<file path="config.mk">
export PLATFORM = sky130hd
export DESIGN_NAME = golomb_rice_decode_flat
export DESIGN_NICKNAME = d
export VERILOG_FILES = /design/src/rtl/golomb_rice_decode_if.sv /design/src/rtl/golomb_rice_decode.sv /design/src/flat_wrapper.sv
export SDC_FILE = /design/constraint.sdc
export NUM_CORES = 1
export LEC_CHECK = 0
export ABC_AREA = 1
export BUFFER_PORTS_ARGS = -buffer_cell sky130_fd_sc_hd__buf_2
export CORE_ASPECT_RATIO = 1.5
export CORE_MARGIN = 4
export CORE_UTILIZATION = 30
export CTS_BUF_LIST = sky130_fd_sc_hd__clkbuf_4 sky130_fd_sc_hd__clkbuf_8 sky130_fd_sc_hd__clkbuf_16
export CTS_CLUSTER_SIZE = 16
export DETAILED_ROUTE_END_ITERATION = 8
export MAX_ROUTING_LAYER = met4
export PLACE_DENSITY = 0.54
export SLEW_MARGIN = 20
export SYNTH_ARGS = -nofsm -noshare
export SYNTH_HDL_FRONTEND = slang
export SYNTH_SLANG_ARGS = --single-unit
</file>
<file path="constraint.sdc">
create_clock -name clk -period 1.9 [get_ports clk]
set_clock_uncertainty 0.1 [all_clocks]
set_input_delay 0.38 -clock clk [delete_from_list [all_inputs] [get_ports clk]]
set_output_delay 0.38 -clock clk [all_outputs]
set_load 0.01 [all_outputs]
</file>
<file path="src/rtl/golomb_rice_decode_if.sv">
// +--------------------------------------------------------------------------+
// | golomb_rice_decode_if : command, bit-stream and result bundle             |
// | Optional decode_err signal when GOLOMB_RICE_DECODE_ERR_EN is defined.      |
// | Revision: 1.0                                                              |
// +--------------------------------------------------------------------------+
`default_nettype none

interface golomb_rice_decode_if #(
  parameter int VAL_W = 32
);
  logic             start;
  logic [2:0]       k;
  logic             is_ac_level;
  logic             bit_in;
  logic             bit_valid;
  logic             bit_ready;
  logic             busy;
  logic             output_valid;
  logic [VAL_W-1:0] val;
  logic             is_minus_n;
  logic [VAL_W-1:0] codeword_length;
`ifdef GOLOMB_RICE_DECODE_ERR_EN
  logic             decode_err;

  modport master (
    output start, k, is_ac_level, bit_in, bit_valid,
    input  bit_ready, busy, output_valid, val, is_minus_n, codeword_length, decode_err
  );
  modport slave (
    input  start, k, is_ac_level, bit_in, bit_valid,
    output bit_ready, busy, output_valid, val, is_minus_n, codeword_length, decode_err
  );
`else
  modport master (
    output start, k, is_ac_level, bit_in, bit_valid,
    input  bit_ready, busy, output_valid, val, is_minus_n, codeword_length
  );
  modport slave (
    input  start, k, is_ac_level, bit_in, bit_valid,
    output bit_ready, busy, output_valid, val, is_minus_n, codeword_length
  );
`endif
endinterface

`default_nettype wire

</file>
<file path="src/rtl/golomb_rice_decode.sv">
// +--------------------------------------------------------------------------+
// | golomb_rice_decode : bit-serial Golomb-Rice decoder, MSB first            |
// | Macro GOLOMB_RICE_DECODE_ERR_EN: flag prefix overflow instead of saturate. |
// | Revision: 1.0                                                              |
// +--------------------------------------------------------------------------+
`default_nettype none

module golomb_rice_decode #(
  parameter int MAX_Q = 31,
  parameter int VAL_W = 32
) (
  input  wire                    clk,
  input  wire                    reset_n,
  golomb_rice_decode_if.slave    bus
);

  typedef enum logic [2:0] {
    S_IDLE   = 3'd0,
    S_PREFIX = 3'd1,
    S_SUFFIX = 3'd2,
    S_SIGN   = 3'd3,
    S_DONE   = 3'd4
  } state_t;

  state_t           state_q, state_d;
  logic [2:0]       k_q, k_d;
  logic             ac_q, ac_d;
  logic [4:0]       q_q, q_d;
  logic [6:0]       rem_q, rem_d;
  logic [2:0]       cnt_q, cnt_d;
  logic [VAL_W-1:0] len_q, len_d;
  logic [VAL_W-1:0] val_q, val_d;
  logic [VAL_W-1:0] codeword_length_q, codeword_length_d;
  logic             is_minus_n_q, is_minus_n_d;
  logic             decode_err_q, decode_err_d;

  logic             w_busy;
  logic             w_xfer;
  logic             w_done_entry;
  logic             w_err_entry;
  logic             w_sign_bit;

  // Handshake is decoded from registered state only; no path from bit_valid.
  assign w_busy = (state_q == S_PREFIX) || (state_q == S_SUFFIX) || (state_q == S_SIGN);
  assign w_xfer = w_busy && bus.bit_valid;

  always_comb begin
    state_d           = state_q;
    k_d               = k_q;
    ac_d              = ac_q;
    q_d               = q_q;
    rem_d             = rem_q;
    cnt_d             = cnt_q;
    len_d             = len_q;
    val_d             = val_q;
    codeword_length_d = codeword_length_q;
    is_minus_n_d      = is_minus_n_q;
    decode_err_d      = decode_err_q;
    w_done_entry      = 1'b0;
    w_err_entry       = 1'b0;
    w_sign_bit        = 1'b0;

    case (state_q)
      S_IDLE, S_DONE: begin
        if (bus.start) begin
          k_d          = bus.k;
          ac_d         = bus.is_ac_level;
          q_d          = '0;
          rem_d        = '0;
          cnt_d        = '0;
          len_d        = '0;
          decode_err_d = 1'b0;
          state_d      = S_PREFIX;
        end else begin
          state_d = S_IDLE;
        end
      end
      S_PREFIX: begin
        if (w_xfer) begin
          len_d = len_q + VAL_W'(1);
          if (!bus.bit_in) begin
            if (q_q == 5'(MAX_Q)) begin
`ifdef GOLOMB_RICE_DECODE_ERR_EN
              w_err_entry  = 1'b1;
              w_done_entry = 1'b1;
              state_d      = S_DONE;
`else
              q_d = q_q;
`endif
            end else begin
              q_d = q_q + 5'd1;
            end
          end else if (k_q != 3'd0) begin
            cnt_d   = k_q;
            state_d = S_SUFFIX;
          end else if (ac_q) begin
            state_d = S_SIGN;
          end else begin
            w_done_entry = 1'b1;
            state_d      = S_DONE;
          end
        end
      end
      S_SUFFIX: begin
        if (w_xfer) begin
          rem_d = {rem_q[5:0], bus.bit_in};
          len_d = len_q + VAL_W'(1);
          cnt_d = cnt_q - 3'd1;
          if (cnt_q == 3'd1) begin
            if (ac_q) begin
              state_d = S_SIGN;
            end else begin
              w_done_entry = 1'b1;
              state_d      = S_DONE;
            end
          end
        end
      end
      S_SIGN: begin
        if (w_xfer) begin
          len_d        = len_q + VAL_W'(1);
          w_sign_bit   = bus.bit_in;
          w_done_entry = 1'b1;
          state_d      = S_DONE;
        end
      end
      default: state_d = S_IDLE;
    endcase

    // Results are captured on the final transfer so they are stable during DONE.
    if (w_done_entry) begin
      val_d             = w_err_entry ? '0 : ((VAL_W'(q_d) << k_q) | VAL_W'(rem_d));
      codeword_length_d = len_d;
      is_minus_n_d      = w_sign_bit;
      decode_err_d      = w_err_entry;
    end
  end

  always_ff @(posedge clk or negedge reset_n) begin
    if (!reset_n) begin
      state_q           <= S_IDLE;
      k_q               <= '0;
      ac_q              <= 1'b0;
      q_q               <= '0;
      rem_q             <= '0;
      cnt_q             <= '0;
      len_q             <= '0;
      val_q             <= '0;
      codeword_length_q <= '0;
      is_minus_n_q      <= 1'b0;
      decode_err_q      <= 1'b0;
    end else begin
      state_q           <= state_d;
      k_q               <= k_d;
      ac_q              <= ac_d;
      q_q               <= q_d;
      rem_q             <= rem_d;
      cnt_q             <= cnt_d;
      len_q             <= len_d;
      val_q             <= val_d;
      codeword_length_q <= codeword_length_d;
      is_minus_n_q      <= is_minus_n_d;
      decode_err_q      <= decode_err_d;
    end
  end

  assign bus.bit_ready       = w_busy;
  assign bus.busy            = w_busy;
  assign bus.output_valid    = (state_q == S_DONE);
  assign bus.val             = val_q;
  assign bus.is_minus_n      = is_minus_n_q;
  assign bus.codeword_length = codeword_length_q;
`ifdef GOLOMB_RICE_DECODE_ERR_EN
  assign bus.decode_err      = decode_err_q;
`else
  logic w_unused;
  assign w_unused = decode_err_q;
`endif

endmodule

`default_nettype wire

</file>
<file path="src/flat_wrapper.sv">
// flat-port wrapper written by rule: the top's interface ports become plain ports
module golomb_rice_decode_flat 
#(
  parameter int MAX_Q = 31,
  parameter int VAL_W = 32
)
  (clk, reset_n, bus_start, bus_k, bus_is_ac_level, bus_bit_in, bus_bit_valid, bus_bit_ready, bus_busy, bus_output_valid, bus_val, bus_is_minus_n, bus_codeword_length);
  golomb_rice_decode_if #(.VAL_W(VAL_W)) bus_i ();
  input  wire clk;
  input  wire reset_n;
  input wire logic [$bits(bus_i.start)-1:0] bus_start;
  input wire logic [$bits(bus_i.k)-1:0] bus_k;
  input wire logic [$bits(bus_i.is_ac_level)-1:0] bus_is_ac_level;
  input wire logic [$bits(bus_i.bit_in)-1:0] bus_bit_in;
  input wire logic [$bits(bus_i.bit_valid)-1:0] bus_bit_valid;
  output wire logic [$bits(bus_i.bit_ready)-1:0] bus_bit_ready;
  output wire logic [$bits(bus_i.busy)-1:0] bus_busy;
  output wire logic [$bits(bus_i.output_valid)-1:0] bus_output_valid;
  output wire logic [$bits(bus_i.val)-1:0] bus_val;
  output wire logic [$bits(bus_i.is_minus_n)-1:0] bus_is_minus_n;
  output wire logic [$bits(bus_i.codeword_length)-1:0] bus_codeword_length;
  assign bus_i.start = bus_start;
  assign bus_i.k = bus_k;
  assign bus_i.is_ac_level = bus_is_ac_level;
  assign bus_i.bit_in = bus_bit_in;
  assign bus_i.bit_valid = bus_bit_valid;
  assign bus_bit_ready = bus_i.bit_ready;
  assign bus_busy = bus_i.busy;
  assign bus_output_valid = bus_i.output_valid;
  assign bus_val = bus_i.val;
  assign bus_is_minus_n = bus_i.is_minus_n;
  assign bus_codeword_length = bus_i.codeword_length;
  golomb_rice_decode #(.MAX_Q(MAX_Q), .VAL_W(VAL_W)) u_core (.clk(clk), .reset_n(reset_n), .bus(bus_i));
endmodule
</file>
==> reports/results.ini <==
[global_routing]
grt_pass1_wl_mm = 21.0
gr-usage-all-layers = 0.142
grt_start_max_net_pins = 100
antenna_found_initial = 0
grt_pass1_vias = 4261
overflow = 0

[cts]
cts_tree = built
clock_path_buffers = 2
cts_root_buf = clkbuf_16
insertion_delay_ns = 0.35
cts_hold_buffers = 0
h-tree-depth = 3
cts_buffers = 9
clock_sinks = 99
path_clk_slew_ns = 0.07

[detailed_routing]
viasPerCell = 4.60
drt_iter0_markers = 220
dr.pass1.iters = 6
drtAntennaViolNets = 0
drc = 0
routed_wl_mm = 13.3
vias = 4421
routedWlPerCell_um = 13.9

[placement]
dp_slack_ns = -0.0602
numPortBuffers = 56
routabilityCongestion = 0.822
dp_cells = 926
dp_hpwl_mm = 9.66

[floorplan]
start_util = 0.306
die_h_um = 168
rows = 58
die_w_um = 115
ios = 77
core_um2 = 16800
die-area_um2 = 19300

[synth]
yosysWarnings = 0
synth_ff_type = dfrtp_1
yosys_register_bits = 99
synth_top_cells_by_area = dfrtp_1, nand2_1, inv_1
avgSynthCellArea_um2 = 8.00
async_flop_share = 1.00
synth_area_leader_cell = dfrtp_1
syn-instance-count = 641
synth_top_cell_area_share = 0.483
synthMostInstantiatedCell = nand2_1
syn-cell-area_um2 = 5130
synth-edff-count = 0
yosysUniqueCellTypes = 44
synthTopCellsByCount = nand2_1, dfrtp_1, inv_1
ys_seq_area_frac = 0.483

[timing]
final.min_clock_period_ns = 1.93
final_hold_viol_count = 2
drv_slew = 0
fin_crit_sh = 1.02
tightestPinTransition_ns = 0.543
timing.final.ws_setup_ns = -0.0322
fmax_mhz = 518
rsz0062_at_grt = yes
setup_viol = 4
hold_ws_ns = -0.00188
setup_tns_ns = -0.0766
slew_headroom = 0.638

[run_status]
violations = hold timing, setup timing
status = finished with violations

[layout]
finalNetCount = 759
finalNonFillerCells = 961
fin_util = 0.386
drive_gt1_frac = 0.277
syn_to_final_growth_pct = 26.0
antenna_cells = 0

[setup_path]
required_ns = 2.05
crit_fanout = 4
worstSetupPathType = flip-flop to flip-flop
start_kind = flip-flop
crit_path_start = u_core.state_q[1]
crit_arrival_ns = 2.08
cp-end-kind = flip-flop
timing.rr.start = u_core.state_q[1]

[power]
p_per_area_nw_per_um2 = 1240
peakVddDrop_uv = 644
leakage_nw = 3.39

[min_path]
hold_path.class = input pin to async pin

[job]
maxCapViolCount = 0

-- sequential cells by signal, summed over array words and instances (netlist names), 3 cells and up --
name                        flops
u_core.cnt_q                    3
u_core.bus.val                 12
u_core.rem_q                    7
u_core.state_q                  3
u_core.k_q                      3
u_core.bus.codeword_length     32
u_core.q_q                      5
u_core.len_q                   32
-- timing repair --
item | 4_1_cts | 5_1_grt
gates cloned | 0 | 2
pin swaps | 0 | 17
setup buffers | 2 | 15
setup endpoints to repair | 11 | 48
resized for setup | 3 | 55
-- metal layers --
metal  track usage  wire (um)  share of wire  vias up
li1              -          -              -     2243
met1         0.159       5390           0.40     2067
met2         0.252       7120           0.53       91
met3        0.0158        446          0.033       20
met4        0.0577        371          0.028        0
met5             -          0              0        -
-- cells in the final DEF, fill, tap and decap left out, types with 10 or more instances in the layout --
cell     synthesis  final
buf_2            8     55
inv_1           76     75
dfrtp_1         99     99
o21ai_2          3     10
nor2_1          34     29
buf_4           25     51
nand2_1        184    173
o21ai_1         16     13
nand2_2          5     14
nand3_1         49     42
conb_1           1     20
o21ai_0         47     43
-- cell families after synthesis --
group | count (synthesis) | share of synthesized area
AND/OR/NAND/NOR | 308 | 0.276
buffers and inverters | 125 | 0.115
AO/OA/AOI/OAI | 103 | 0.114
flip-flops | 99 | 0.483
adder cells (fa/ha/maj) | 4 | 0.00976
XOR/XNOR | 1 | 0.00171
other | 1 | 0.000731
-- power by group --
| part | leakage (nW) | switching, mW | internal, mW |
|---|---|---|---|
| Combinational | 1.90 | 2.06 | 1.35 |
| Sequential | 1.35 | 0.262 | 2.54 |
| Clock | 0.138 | 0.805 | 1.04 |
| Total | 3.39 | 3.13 | 4.92 |
-- stage by stage --
stage                     hold slack [ns]  power (mW)  cell area (um^2)
after global routing               0.0421        8.66              6470
after CTS                          0.0170        7.90              6150
after floorplan                   -0.0156        4.66              5200
after global placement              0.362        5.94              5820
final                            -0.00188        8.04              6470
after detailed placement            0.361        5.95              5820
-- critical path: stages, from the launching register on --
cell	delay (ns)
dfrtp_1	0.42
inv_2	0.12
buf_4	0.12
nand3_1	0.17
nand2_2	0.19
inv_1	0.07
nand2_1	0.05
o221ai_1	0.14
nor2_1	0.18
nand2_1	0.11
a21oi_2	0.11
nor2_1	0.05
-- final timing paths --
kind	depth (start not counted)	slack, ns	endpoint
worst min-delay path	2	-0.002	u_core.bus.val[4]
worst max-delay path	11	-0.03	u_core.bus.val[4]
min in group clk	3	0.14	u_core.ac_q
max in group asynchronous	2	1.30	u_core.bus.codeword_length[19]
worst max register to register	11	-0.03	u_core.bus.val[4]
worst min register to register	2	0.37	u_core.bus.codeword_length[30]
-- final cells by class --
class	instances	area, um^2
fillers	1734	10300
flip-flops and latches	99	2480
multi-input cells	438	2340
repair buffers	111	753
inverters	87	334
well taps	210	263
clock buffers	10	233
clock inverters	6	66.3
(Power assumes the default switching activity.)
